### config.mk
export PLATFORM = sky130hd
export DESIGN_NAME = midi_uart_rx_flat
export DESIGN_NICKNAME = d
export VERILOG_FILES = /design/src/rtl/midi_uart_rx_if.sv /design/src/rtl/midi_uart_rx.sv /design/src/flat_wrapper.sv
export SDC_FILE = /design/constraint.sdc
export NUM_CORES = 1
export LEC_CHECK = 0
export ABC_AREA = 1
export CORE_MARGIN = 3
export CORE_UTILIZATION = 57
export CTS_BUF_LIST = sky130_fd_sc_hd__clkbuf_16
export DETAILED_ROUTE_END_ITERATION = 10
export PLACE_DENSITY_LB_ADDON = 0.25
export SLEW_MARGIN = 10
export SYNTH_ARGS = -nofsm -noshare
export SYNTH_HDL_FRONTEND = slang
export SYNTH_SLANG_ARGS = --single-unit
### constraint.sdc
create_clock -name clk -period 2.65 [get_ports clk]
set_input_delay 0.795 -clock clk [delete_from_list [all_inputs] [get_ports clk]]
set_output_delay 0.795 -clock clk [all_outputs]
set_load 0.02 [all_outputs]
### src/rtl/midi_uart_rx_if.sv
// midi_uart_rx_if: parsed-message bus out of the MIDI receiver.
//   status    - status byte of the last completed message
//   data1     - first data byte of the last completed message
//   data2     - second data byte (0x00 for 1-data-byte messages)
//   msg_valid - one-cycle pulse when status/data1/data2 update
//   frame_err - one-cycle pulse when a stop bit is sampled low
// master: the receiver drives everything; slave: bus side / synth core.
`timescale 1ns/1ps
interface midi_uart_rx_if #(
    parameter int unsigned REG_WIDTH = 8
);
    logic [REG_WIDTH-1:0] status;
    logic [REG_WIDTH-1:0] data1;
    logic [REG_WIDTH-1:0] data2;
    logic                 msg_valid;
    logic                 frame_err;

    modport master (
        output status,
        output data1,
        output data2,
        output msg_valid,
        output frame_err
    );

    modport slave (
        input status,
        input data1,
        input data2,
        input msg_valid,
        input frame_err
    );
endinterface

### src/rtl/midi_uart_rx.sv
// midi_uart_rx: serial MIDI receiver. Deserializes the 8N1 UART stream and
// parses channel-voice messages (running status supported) into
// status/data1/data2 with a one-cycle msg_valid strobe.
// Ports:
//   clk       - system clock
//   rst       - asynchronous, active-high reset
//   midi_rx_i - raw MIDI serial line, idle high, asynchronous to clk
//   bus       - midi_uart_rx_if.master: status, data1, data2, msg_valid, frame_err
`timescale 1ns/1ps
module midi_uart_rx #(
    parameter int unsigned CLK_FREQ  = 50000000,
    parameter int unsigned BAUD      = 31250,
    parameter int unsigned REG_WIDTH = 8
) (
    input  logic           clk,
    input  logic           rst,
    input  logic           midi_rx_i,
    midi_uart_rx_if.master bus
);

    localparam int unsigned CPB   = CLK_FREQ / BAUD;
    localparam int unsigned CNT_W = (CPB > 2) ? $clog2(CPB) : 2;
    localparam logic [CNT_W-1:0] CNT_HALF = CNT_W'((CPB / 2) - 1);
    localparam logic [CNT_W-1:0] CNT_FULL = CNT_W'(CPB - 1);

    if (CPB < 4) begin : g_cpb_check
        $error("midi_uart_rx: CLK_FREQ/BAUD must be at least 4");
    end
    if (REG_WIDTH != 8) begin : g_width_check
        $error("midi_uart_rx: only REG_WIDTH = 8 is supported");
    end

    typedef enum logic [1:0] {StIdle, StStart, StData, StStop} state_e;

    // UART side
    logic             rx_meta_q;
    logic             rxs_q;
    state_e           state_q;
    logic [CNT_W-1:0] cnt_q;
    logic [2:0]       bit_idx_q;
    logic [7:0]       shift_q;
    logic             frame_err_q;

    // Parser side
    logic [7:0] run_status_q;
    logic       has_status_q;
    logic       byte_cnt_q;
    logic [7:0] data1_buf_q;
    logic [7:0] status_q;
    logic [7:0] data1_q;
    logic [7:0] data2_q;
    logic       msg_valid_q;

    // The stop-bit sample cycle; a good stop hands the byte to the parser on
    // this same edge so the commit lands exactly one clock after the sample.
    logic byte_done;
    logic one_byte_type;

    assign byte_done     = (state_q == StStop) && (cnt_q == CNT_FULL) && rxs_q;
    // Cx (program change) and Dx (channel pressure) carry one data byte.
    assign one_byte_type = (run_status_q[7:5] == 3'b110);

    always_ff @(posedge clk or posedge rst) begin
        if (rst) begin
            rx_meta_q   <= 1'b1;
            rxs_q       <= 1'b1;
            state_q     <= StIdle;
            cnt_q       <= '0;
            bit_idx_q   <= '0;
            shift_q     <= '0;
            frame_err_q <= 1'b0;
        end else begin
            rx_meta_q   <= midi_rx_i;
            rxs_q       <= rx_meta_q;
            frame_err_q <= 1'b0;
            unique case (state_q)
                StIdle: begin
                    if (!rxs_q) begin
                        cnt_q   <= '0;
                        state_q <= StStart;
                    end
                end
                StStart: begin
                    if (cnt_q == CNT_HALF) begin
                        cnt_q     <= '0;
                        bit_idx_q <= '0;
                        // Line back high at mid-start: a glitch, not a frame.
                        state_q   <= rxs_q ? StIdle : StData;
                    end else begin
                        cnt_q <= cnt_q + 1'b1;
                    end
                end
                StData: begin
                    if (cnt_q == CNT_FULL) begin
                        cnt_q   <= '0;
                        shift_q <= {rxs_q, shift_q[7:1]};
                        if (bit_idx_q == 3'd7) begin
                            state_q <= StStop;
                        end else begin
                            bit_idx_q <= bit_idx_q + 3'd1;
                        end
                    end else begin
                        cnt_q <= cnt_q + 1'b1;
                    end
                end
                StStop: begin
                    if (cnt_q == CNT_FULL) begin
                        cnt_q       <= '0;
                        frame_err_q <= !rxs_q;
                        state_q     <= StIdle;
                    end else begin
                        cnt_q <= cnt_q + 1'b1;
                    end
                end
                default: state_q <= StIdle;
            endcase
        end
    end

    always_ff @(posedge clk or posedge rst) begin
        if (rst) begin
            run_status_q <= '0;
            has_status_q <= 1'b0;
            byte_cnt_q   <= 1'b0;
            data1_buf_q  <= '0;
            status_q     <= '0;
            data1_q      <= '0;
            data2_q      <= '0;
            msg_valid_q  <= 1'b0;
        end else begin
            msg_valid_q <= 1'b0;
            if (byte_done) begin
                if (shift_q[7:3] == 5'b11111) begin
                    // Real-time bytes may interleave anywhere; leave state alone.
                end else if (shift_q[7:4] == 4'hF) begin
                    has_status_q <= 1'b0;
                    byte_cnt_q   <= 1'b0;
                end else if (shift_q[7]) begin
                    run_status_q <= shift_q;
                    has_status_q <= 1'b1;
                    byte_cnt_q   <= 1'b0;
                end else if (has_status_q) begin
                    if (!byte_cnt_q) begin
                        if (one_byte_type) begin
                            status_q    <= run_status_q;
                            data1_q     <= shift_q;
                            data2_q     <= 8'h00;
                            msg_valid_q <= 1'b1;
                        end else begin
                            data1_buf_q <= shift_q;
                            byte_cnt_q  <= 1'b1;
                        end
                    end else begin
                        status_q    <= run_status_q;
                        data1_q     <= data1_buf_q;
                        data2_q     <= shift_q;
                        msg_valid_q <= 1'b1;
                        byte_cnt_q  <= 1'b0;
                    end
                end
            end
        end
    end

    assign bus.status    = status_q;
    assign bus.data1     = data1_q;
    assign bus.data2     = data2_q;
    assign bus.msg_valid = msg_valid_q;
    assign bus.frame_err = frame_err_q;

endmodule

### src/flat_wrapper.sv
// flat-port wrapper written by rule: the top's interface ports become plain ports
module midi_uart_rx_flat 
#(
    parameter int unsigned CLK_FREQ  = 50000000,
    parameter int unsigned BAUD      = 31250,
    parameter int unsigned REG_WIDTH = 8
)
  (clk, rst, midi_rx_i, bus_status, bus_data1, bus_data2, bus_msg_valid, bus_frame_err);
  midi_uart_rx_if #(.REG_WIDTH(REG_WIDTH)) bus_i ();
  input  logic clk;
  input  logic rst;
  input  logic midi_rx_i;
  output wire logic [$bits(bus_i.status)-1:0] bus_status;
  output wire logic [$bits(bus_i.data1)-1:0] bus_data1;
  output wire logic [$bits(bus_i.data2)-1:0] bus_data2;
  output wire logic [$bits(bus_i.msg_valid)-1:0] bus_msg_valid;
  output wire logic [$bits(bus_i.frame_err)-1:0] bus_frame_err;
  assign bus_status = bus_i.status;
  assign bus_data1 = bus_i.data1;
  assign bus_data2 = bus_i.data2;
  assign bus_msg_valid = bus_i.msg_valid;
  assign bus_frame_err = bus_i.frame_err;
  midi_uart_rx #(.CLK_FREQ(CLK_FREQ), .BAUD(BAUD), .REG_WIDTH(REG_WIDTH)) u_core (.clk(clk), .rst(rst), .midi_rx_i(midi_rx_i), .bus(bus_i));
endmodule
# Word-level counts from Yosys, hierarchy flattened
# Index checks and enable logic that the tools add are counted.
# totals
mem_bits_ro,0
latch_bits,0
ramBits,0
n_memories,0
inputBits,3
reg_bits,69
# op_classes
n_div,0
n_mux,37
magnitude_cmp,0
n_mul,0
n_shift,0
bitwise_logic,5
add_sub_neg,2
n_reduce_logical,17
eq_ne,15
# ops
op,n
$mux W8,6
$mux W11,3
$pmux W11 S3,1
$mux W1,16
$mux W2,6
$add A11 B1 Y11 const B,1
$eq A11 B10 Y1 const B,1
$eq A11 B11 Y1 const B,1
$mux W3,3
$pmux W2 S4,1
$reduce_and A4 Y1,2
$reduce_and A7 Y1,1
$eq A3 B3 Y1 const B,2
$ne A2 B1 Y1 const B,3
$ne A2 B2 Y1 const B,3
$pmux W3 S2,1
$reduce_and A3 Y1,2
$reduce_and A6 Y1,1
$reduce_bool A2 Y1,3
$eq A5 B5 Y1 const B,1
$not A1 Y1,5
$reduce_and A5 Y1,1
$eq A2 B2 Y1 const B,2
$eq A4 B4 Y1 const B,1
8 further kinds,9

# Depth between registers and ports, before layout
# Gate-level depths: netlist of the first run.
# logic_depth
ltp_word,8
ltp_mapped,12

# Worst setup path after synthesis of the first run
# No wires, ideal clock.
# synth_path
kind,register to register
startpoint,register u_core.rxs_q
endpoint,register u_core.data2_q[1] (netlist: u_core.bus.data2[1])
arrival_time_ns,1.593
path_buffers,3
setup_slack_ns,0.939
synth_period_minus_slack_ns,1.711
stages_incl_launch_ff,9
cell_sequence,dfstp_2 clkbuf_1 inv_1 nor3_4 nand2_2 buf_6 buf_6 nand2_1 o21ai_2
# synth_via
elab_chain_cells,2
# synth_lines
item,line,rtl
"start, declared",midi_uart_rx.sv:37,logic rxs_q;
"start signal, assigned",midi_uart_rx.sv:74,rxs_q <= rx_meta_q;
$logic_and A1 B1 Y1,midi_uart_rx.sv:59,assign byte_done = (state_q == StStop) && (cnt_q == CNT_FULL) && rxs_q;
$reduce_and A6 Y1 (no line),-,
"end signal, assigned",midi_uart_rx.sv:156,data2_q <= shift_q;
"end, declared",midi_uart_rx.sv:51,logic [7:0] data2_q;
# No other way between the ends.
# A chain may end at the register's enable or synchronous reset.

# Worst setup path in the final report of the first run
# layout_path
startpoint,register u_core.cnt_q[0]
endpoint,register u_core.shift_q[1]
# layout_via
elab_chain_cells,2
# layout_lines
item,line,rtl
"start, declared",midi_uart_rx.sv:39,logic [CNT_W-1:0] cnt_q;
"start signal, assigned",midi_uart_rx.sv:90,cnt_q <= cnt_q + 1'b1;
"start signal, assigned",midi_uart_rx.sv:103,cnt_q <= cnt_q + 1'b1;
"start signal, assigned",midi_uart_rx.sv:112,cnt_q <= cnt_q + 1'b1;
$eq A11 B11 Y1,midi_uart_rx.sv:94,if (cnt_q == CNT_FULL) begin
$reduce_and A2 Y1 (no line),-,
"end signal, assigned",midi_uart_rx.sv:96,"shift_q <= {rxs_q, shift_q[7:1]};"
"end, declared",midi_uart_rx.sv:41,logic [7:0] shift_q;
# No other way between the ends.

==> results of run 1 <==
## per-stage QoR
step / util / instances / worst slack [ns] / power, W
2_1_floorplan: - / 367 / 0.175 / 0.00107
3_3_place_gp: 0.660 / 452 / 0.595 / 0.00108
3_5_place_dp: 0.660 / 452 / 0.525 / 0.00108
4_1_cts: 0.717 / 468 / 0.480 / 0.00223
5_1_grt: 0.717 / 468 / 0.204 / 0.00228
6_report: 0.717 / 468 / 0.478 / 0.00221
## area by class of cell
cell class              count  area [sq um]
inverters                  34           128
fillers                   410          1480
well taps                  70          87.6
clock buffers               9           225
flip-flops and latches     67          1680
multi-input cells         251          1240
repair buffers             30           303
clock inverters             7          68.8
## flip-flops by register name, indices dropped and copies added (netlist names), named ones only
register	count
u_core.bit_idx_q	3
u_core.bus.data1	7
u_core.bus.data2	7
u_core.bus.frame_err	1
u_core.bus.msg_valid	1
u_core.bus.status	8
u_core.byte_cnt_q	1
u_core.cnt_q	11
u_core.data1_buf_q	7
u_core.has_status_q	1
u_core.run_status_q	8
u_core.rx_meta_q	1
u_core.rxs_q	1
u_core.shift_q	8
u_core.state_q	1
## per-layer routing
metal,up-vias,global-route usage,share of wire
li1,1235,-,-
met1,1181,0.330,0.49
met2,57,0.326,0.45
met3,12,0.0381,0.041
met4,0,0.103,0.021
met5,-,0,0
## cells by family after synthesis
family                   count (synthesis)  share of synthesized area
flip-flops                              67                      0.534
XOR/XNOR                                 2                    0.00558
AND/OR/NAND/NOR                        199                      0.285
AO/OA/AOI/OAI                           39                     0.0701
multiplexers                             6                     0.0191
adder cells (fa/ha/maj)                  3                     0.0119
buffers and inverters                   49                     0.0725
other                                    1                    0.00119
## worst max path at each step
stage                                    to  slack, ns  depth (start not counted)
after floorplan                   async pin       0.18                          1
after global placement    u_core.shift_q[6]       0.60                         10
after detailed placement  u_core.shift_q[6]       0.53                         10
after CTS                 u_core.shift_q[1]       0.48                         10
after global routing      u_core.shift_q[2]       0.20                         10
final                     u_core.shift_q[1]       0.48                         10
## worst reg2reg max path, stage by stage, from the launching register on
cell and delay, ns:
dfrtp_1 0.37, ha_1 0.18, nand2_1 0.09, nor2_1 0.23, nand2_1 0.13, nor2_2 0.23
inv_2 0.08, nor2_2 0.35, inv_1 0.22, nand2_1 0.13, nand2_1 0.06
## synth_stat cells
cell type | instances | area [sq um]
nand2_1 | 113 | 424
dfrtp_1 | 65 | 1630
inv_1 | 32 | 120
nor2_1 | 27 | 101
nand3_1 | 21 | 105
o21ai_0 | 16 | 80.1
o21ai_1 | 13 | 65.1
nand4_1 | 12 | 75.1
nor3_1 | 11 | 55.1
mux2i_1 | 6 | 60.1
o21ai_2 | 6 | 52.6
buf_2 | 5 | 25.0
nand2_2 | 5 | 31.3
buf_6 | 4 | 45.0
clkbuf_1 | 4 | 15.0
a21oi_1 | 3 | 15.0
ha_1 | 3 | 37.5
buf_4 | 2 | 15.0
dfstp_2 | 2 | 52.6
inv_2 | 2 | 7.51
nand3b_1 | 2 | 15.0
nor2_2 | 2 | 12.5
nor2_4 | 2 | 22.5
xor2_1 | 2 | 17.5
conb_1 | 1 | 3.75
nand4_4 | 1 | 21.3
nor3_2 | 1 | 10.0
nor3_4 | 1 | 16.3
o211ai_1 | 1 | 7.51
or2_2 | 1 | 6.26
## where the power goes
group	internal, W	switching [W]	total, W
sequential	0.00103	0.00000232	0.00103
clock	0.000722	0.000431	0.00115
combinational	0.00000682	0.0000239	0.0000308
==> impl_metrics.csv, run 1 <==
group,metric,value,unit
clocking,cts_tree,"built",
hold_path,min_to,"u_core.rxs_q",
outcome,outcome,"finished, final reports clean",
route,routedWlPerCell,13.4,microns
floorplan,start_util,0.604,
worst_setup_path,crit_path_start_kind,"flop",
final_layout,final_cell_area,3730,sq um
synthesis,yosys_warnings,0,
timing,fmaxAchievable,0.460,GHz
floorplan,row_count,26,
worst_setup_path,cpPeakStageDelay,0.37,ns
global_route,grt_usage,0.225,
hold_path,worstHoldPathCells,0,
worst_setup_path,r2r_end,"u_core.shift_q[1]",
worst_setup_path,critPathMaxFanout,12,
synthesis,synth_area,3140,sq um
clocking,htree_levels,3,
timing,rsz0062_at_grt,"no",
worst_setup_path,critPathBufInv,2,
place,numPortBuffers,26,
hold_path,hp-start,"u_core.rx_meta_q",
pwr,peakVddDrop,406,uV
floorplan,fp.dieW,80.2,microns
floorplan,ios,29,
worst_setup_path,r2r_start,"u_core.cnt_q[0]",
clocking,cts_made_buffers,9,
final_layout,most-common-layout-cells,"113 x nand2_1, 65 x dfrtp_1, 31 x inv_1",
clocking,cts_hold_buf,0,
pwr,powerDensity,593,nW/um^2
final_layout,diodes,0,
timing,fin_crit_sh,0.820,
clocking,post_cts_resized,0,
worst_setup_path,cp.arrival,2.39,ns
clocking,clock_latency,0.33,ns
synthesis,avgSynthCellArea,8.58,sq um
worst_setup_path,cp_slowest_cell,"dfrtp_1",
hold_path,hold_path.class,"reg -> reg",
worst_setup_path,cp_top_family,"simple AND/OR/NAND/NOR gates",
route,wl,6.28,mm
route,firstDrtPassIters,4,
timing,finalSetupTns,0,ns
clocking,cts_buffer_depth,2,
clocking,clk_pin_slew,0.06,ns
worst_setup_path,cp_data_required_time,2.87,ns
timing,setup_viol,0,
worst_setup_path,r2r_slack,0.48,ns
route,via_count,2485,
place,gp_congestion,0.828,
route,final_antenna_net_count,0,
route,viasPerCell,5.31,
synthesis,ys_ff_latch,67,
place,placedInstanceArea,3440,sq um
pwr,leakage,1.82,nW
floorplan,fp.coreArea,5200,sq um
final_layout,final_common_cell,"nand2_1",
worst_setup_path,worstPathCellList,"ha_1 -> nand2_1 -> nor2_1 -> nand2_1 -> nor2_2 -> inv_2 -> nor2_2 -> inv_1 -> nand2_1 -> nand2_1",
timing,worst_pin_slew,0.742,ns
synthesis,ys_seq_area_frac,0.534,
worst_setup_path,reg2regPathDepth,10,
final_layout,synthToLayoutAreaGrowth,18.7,%
global_route,grt_pass1_wl,11.0,mm
global_route,antenna_found_initial,0,
clocking,root_buffer,"clkbuf_16",
route,drc,0,
synthesis,netlist_instances,366,
floorplan,dieHeight,80.2,microns
worst_setup_path,setup.worst_path.end_class,"flop",
timing,layout_min_cycle_time,2.17,ns
flow_run,cap_violations,0,
place,dp_hpwl,4.34,mm
synthesis,synth_cell_types,30,
global_route,grt_overflow,0,
timing,hold_viol,0,
clocking,clock_sinks,67,
timing,skew,0.00630,ns
timing,whs,0.355,ns
floorplan,die_area,6440,sq um
worst_setup_path,worstSetupStartpoint,"u_core.cnt_q[0]",
final_layout,final_net_count,399,
timing,slew_headroom,0.504,
route,drtIter0Drc,257,
final_layout,drive_gt1_frac,0.106,
timing,maxSlewViolCount,0,
global_route,grt_max_degree,40,
clocking,post-cts-setup-buffer-count,0,
worst_setup_path,path_common_cell,"nand2_1",
global_route,grt_pass1_vias,2400,
worst_setup_path,crit_type,"reg -> reg",
No activity file was read; power rests on OpenSTA's default activity.
==> inputs of run 2 (changes only) <==
--- a/config.mk
+++ b/config.mk
@@ -7,7 +7,7 @@
 export LEC_CHECK = 0
 export ABC_AREA = 1
 export CORE_MARGIN = 3
-export CORE_UTILIZATION = 57
+export CORE_UTILIZATION = 51
 export CTS_BUF_LIST = sky130_fd_sc_hd__clkbuf_16
 export DETAILED_ROUTE_END_ITERATION = 10
 export PLACE_DENSITY_LB_ADDON = 0.25
==> constraint.sdc (replaced) <==
create_clock -name clk -period 1.8 [get_ports clk]
set_input_delay 0.54 -clock clk [delete_from_list [all_inputs] [get_ports clk]]
set_output_delay 0.54 -clock clk [all_outputs]
set_load 0.02 [all_outputs]
==> run 2 against run 1 <==
Combinational power grew 40%. Sequential power grew 48%. Non-clock buffer count grew 16. Setup slack lost 0.45 ns. Global-route usage shrank 2.5 points. Clock skew grew 0.0015 ns. Final area grew 6.1%. Maximum frequency grew 22%. Die area grew 11%. Core utilization shrank 2.7 points. First-iteration DRC count shrank 26%. Largest cell class unchanged.
==> impl_metrics.csv, run 2 (synthesis results as in run 1) <==
group,metric,value,unit
clocking,cts_buffer_depth,2,
timing,maxSlewViolCount,0,
final_layout,final_net_count,415,
global_route,grt_usage,0.200,
global_route,antenna_found_initial,0,
worst_setup_path,r2r_start,"u_core.cnt_q[1]",
timing,layout_min_cycle_time,1.77,ns
timing,hold_viol,0,
worst_setup_path,crit_type,"reg -> reg",
clocking,cts_tree,"built",
place,gp_congestion,0.830,
floorplan,row_count,27,
timing,slew_headroom,0.630,
global_route,grt_max_degree,68,
route,final_antenna_net_count,0,
worst_setup_path,critical_path.endpoint,"u_core.data1_buf_q[3]",
final_layout,diodes,0,
final_layout,multiInputGateArea,1310,sq um
worst_setup_path,r2r_end,"u_core.data1_buf_q[3]",
global_route,grt_pass1_vias,2453,
route,wl,7.13,mm
place,dp_hpwl,4.29,mm
worst_setup_path,reg2regPathDepth,9,
final_layout,synthToLayoutAreaGrowth,26.0,%
global_route,grt_pass1_wl,11.4,mm
timing,fmaxAchievable,0.564,GHz
final_layout,final_cell_count_no_fill,485,
timing,rsz0062_at_grt,"yes",
timing,fin_crit_sh,0.986,
worst_setup_path,cp.arrival,1.99,ns
floorplan,fp.coreArea,5740,sq um
floorplan,die_area,7140,sq um
final_layout,largest_reg_flops,11,
final_layout,largest-register,"u_core.cnt_q",
worst_setup_path,r2r_slack,0.03,ns
outcome,outcome,"finished, final reports clean",
worst_setup_path,critPathMaxFanout,7,
final_layout,most-common-layout-cells,"102 x nand2_1, 65 x dfrtp_1, 31 x inv_1",
floorplan,fp.dieW,84.5,microns
pwr,power,0.00322,W
worst_setup_path,crit_path_start_kind,"flop",
worst_setup_path,setup.worst_path.end_class,"flop",
clocking,clock_latency,0.33,ns
final_layout,drive_gt1_frac,0.184,
final_layout,fillers,445,
clocking,cts_made_buffers,9,
worst_setup_path,cp_data_required_time,2.01,ns
pwr,powerDensity,813,nW/um^2
timing,setup_viol,0,
pwr,leakage,2.10,nW
clocking,clock_sinks,67,
clocking,htree_levels,3,
pwr,peakVddDrop,664,uV
timing,skew,0.00782,ns
clocking,clk_pin_slew,0.06,ns
timing,worst_pin_slew,0.551,ns
place,place_ws,0.0467,ns
route,viasPerCell,5.41,
floorplan,start_util,0.547,
floorplan,dieHeight,84.5,microns
final_layout,seqCellArea,1680,sq um
final_layout,final_common_cell,"nand2_1",
timing,fin_ws,0.0257,ns
clocking,root_buffer,"clkbuf_16",
global_route,grt_overflow,0,
route,drc,0,
worst_setup_path,worstSetupStartpoint,"u_core.cnt_q[1]",
place,numPortBuffers,26,
route,firstDrtPassIters,5,
hold_path,worstHoldPathCells,0,
flow_run,cap_violations,0,
floorplan,ios,29,
route,routedWlPerCell,14.7,microns
clocking,cts_hold_buf,0,
hold_path,hold_path.class,"reg -> reg",
route,drtIter0Drc,191,
route,via_count,2625,
timing,whs,0.354,ns
place,dpl.cell_count,463,
## run 2: changes by cell type in the layout (fill, tap and decap cells not counted), sizes merged
| cell | delta |
|---|---|
| dlymetal6s2s | +2 |
| dlygate4sd2 | +22 |
| clkinv | -1 |
| clkbuf | +3 |
| clkdlybuf4s50 | -24 |
| buf | +13 |
## run 2: worst min path at each step
stage	slack (ns)	start	endpoint
5_1_grt	0.37	u_core.rx_meta_q	u_core.rxs_q
3_5_place_dp	0.35	u_core.rx_meta_q	u_core.rxs_q
2_1_floorplan	0.35	u_core.rx_meta_q	u_core.rxs_q
6_report	0.35	u_core.rx_meta_q	u_core.rxs_q
3_3_place_gp	0.35	u_core.rx_meta_q	u_core.rxs_q
4_1_cts	0.35	u_core.rx_meta_q	u_core.rxs_q
## run 2: area by class of cell
cell class	instances	area share
Sequential cell	67	0.424
Timing Repair Buffer	46	0.119
Clock buffer	9	0.0569
Inverter	34	0.0332
Multi-Input combinational cell	251	0.330
Tap cell	72	0.0228
Clock inverter	6	0.0149
## run 2: routing by layer
metal / track usage / up-vias / part of all wire
met4: 0.0921 / 0 / 0.018
met5: 0 / - / 0
li1: - / 1266 / -
met2: 0.312 / 74 / 0.48
met1: 0.267 / 1272 / 0.45
met3: 0.0422 / 13 / 0.049
## run 2: what timing repair did
item                       4_1_cts  5_1_grt
setup endpoints to repair       22       60
cloned                           0        4
resized for setup               22       26
setup buffers                    0        3
pin swaps                        0        4
## run 2: metrics by stage
stage                     TNS, ns  area (sq um)   util
after floorplan                 0          3150      -
final                           0          3960  0.689
after CTS                       0          3780  0.658
after global routing        -1.87          3960  0.689
after global placement          0          3520  0.613
after detailed placement        0          3520  0.613
## run 2: worst max-delay path, cell delays in order, from the launching register on
cell     delay [ns]
dfrtp_1        0.38
ha_2           0.21
nand2_2        0.07
nor2_2         0.15
nand2_2        0.10
nor2_4         0.18
nand4_4        0.17
buf_4          0.20
nor3_1         0.14
nor2_1         0.07
## run 2: power by group
group,leakage (nW),switching (W),internal (W)
registers,0.915,0.00000330,0.00151
logic,1.05,0.0000342,0.00000902
clock network,0.138,0.000610,0.00105
total,2.10,0.000647,0.00257
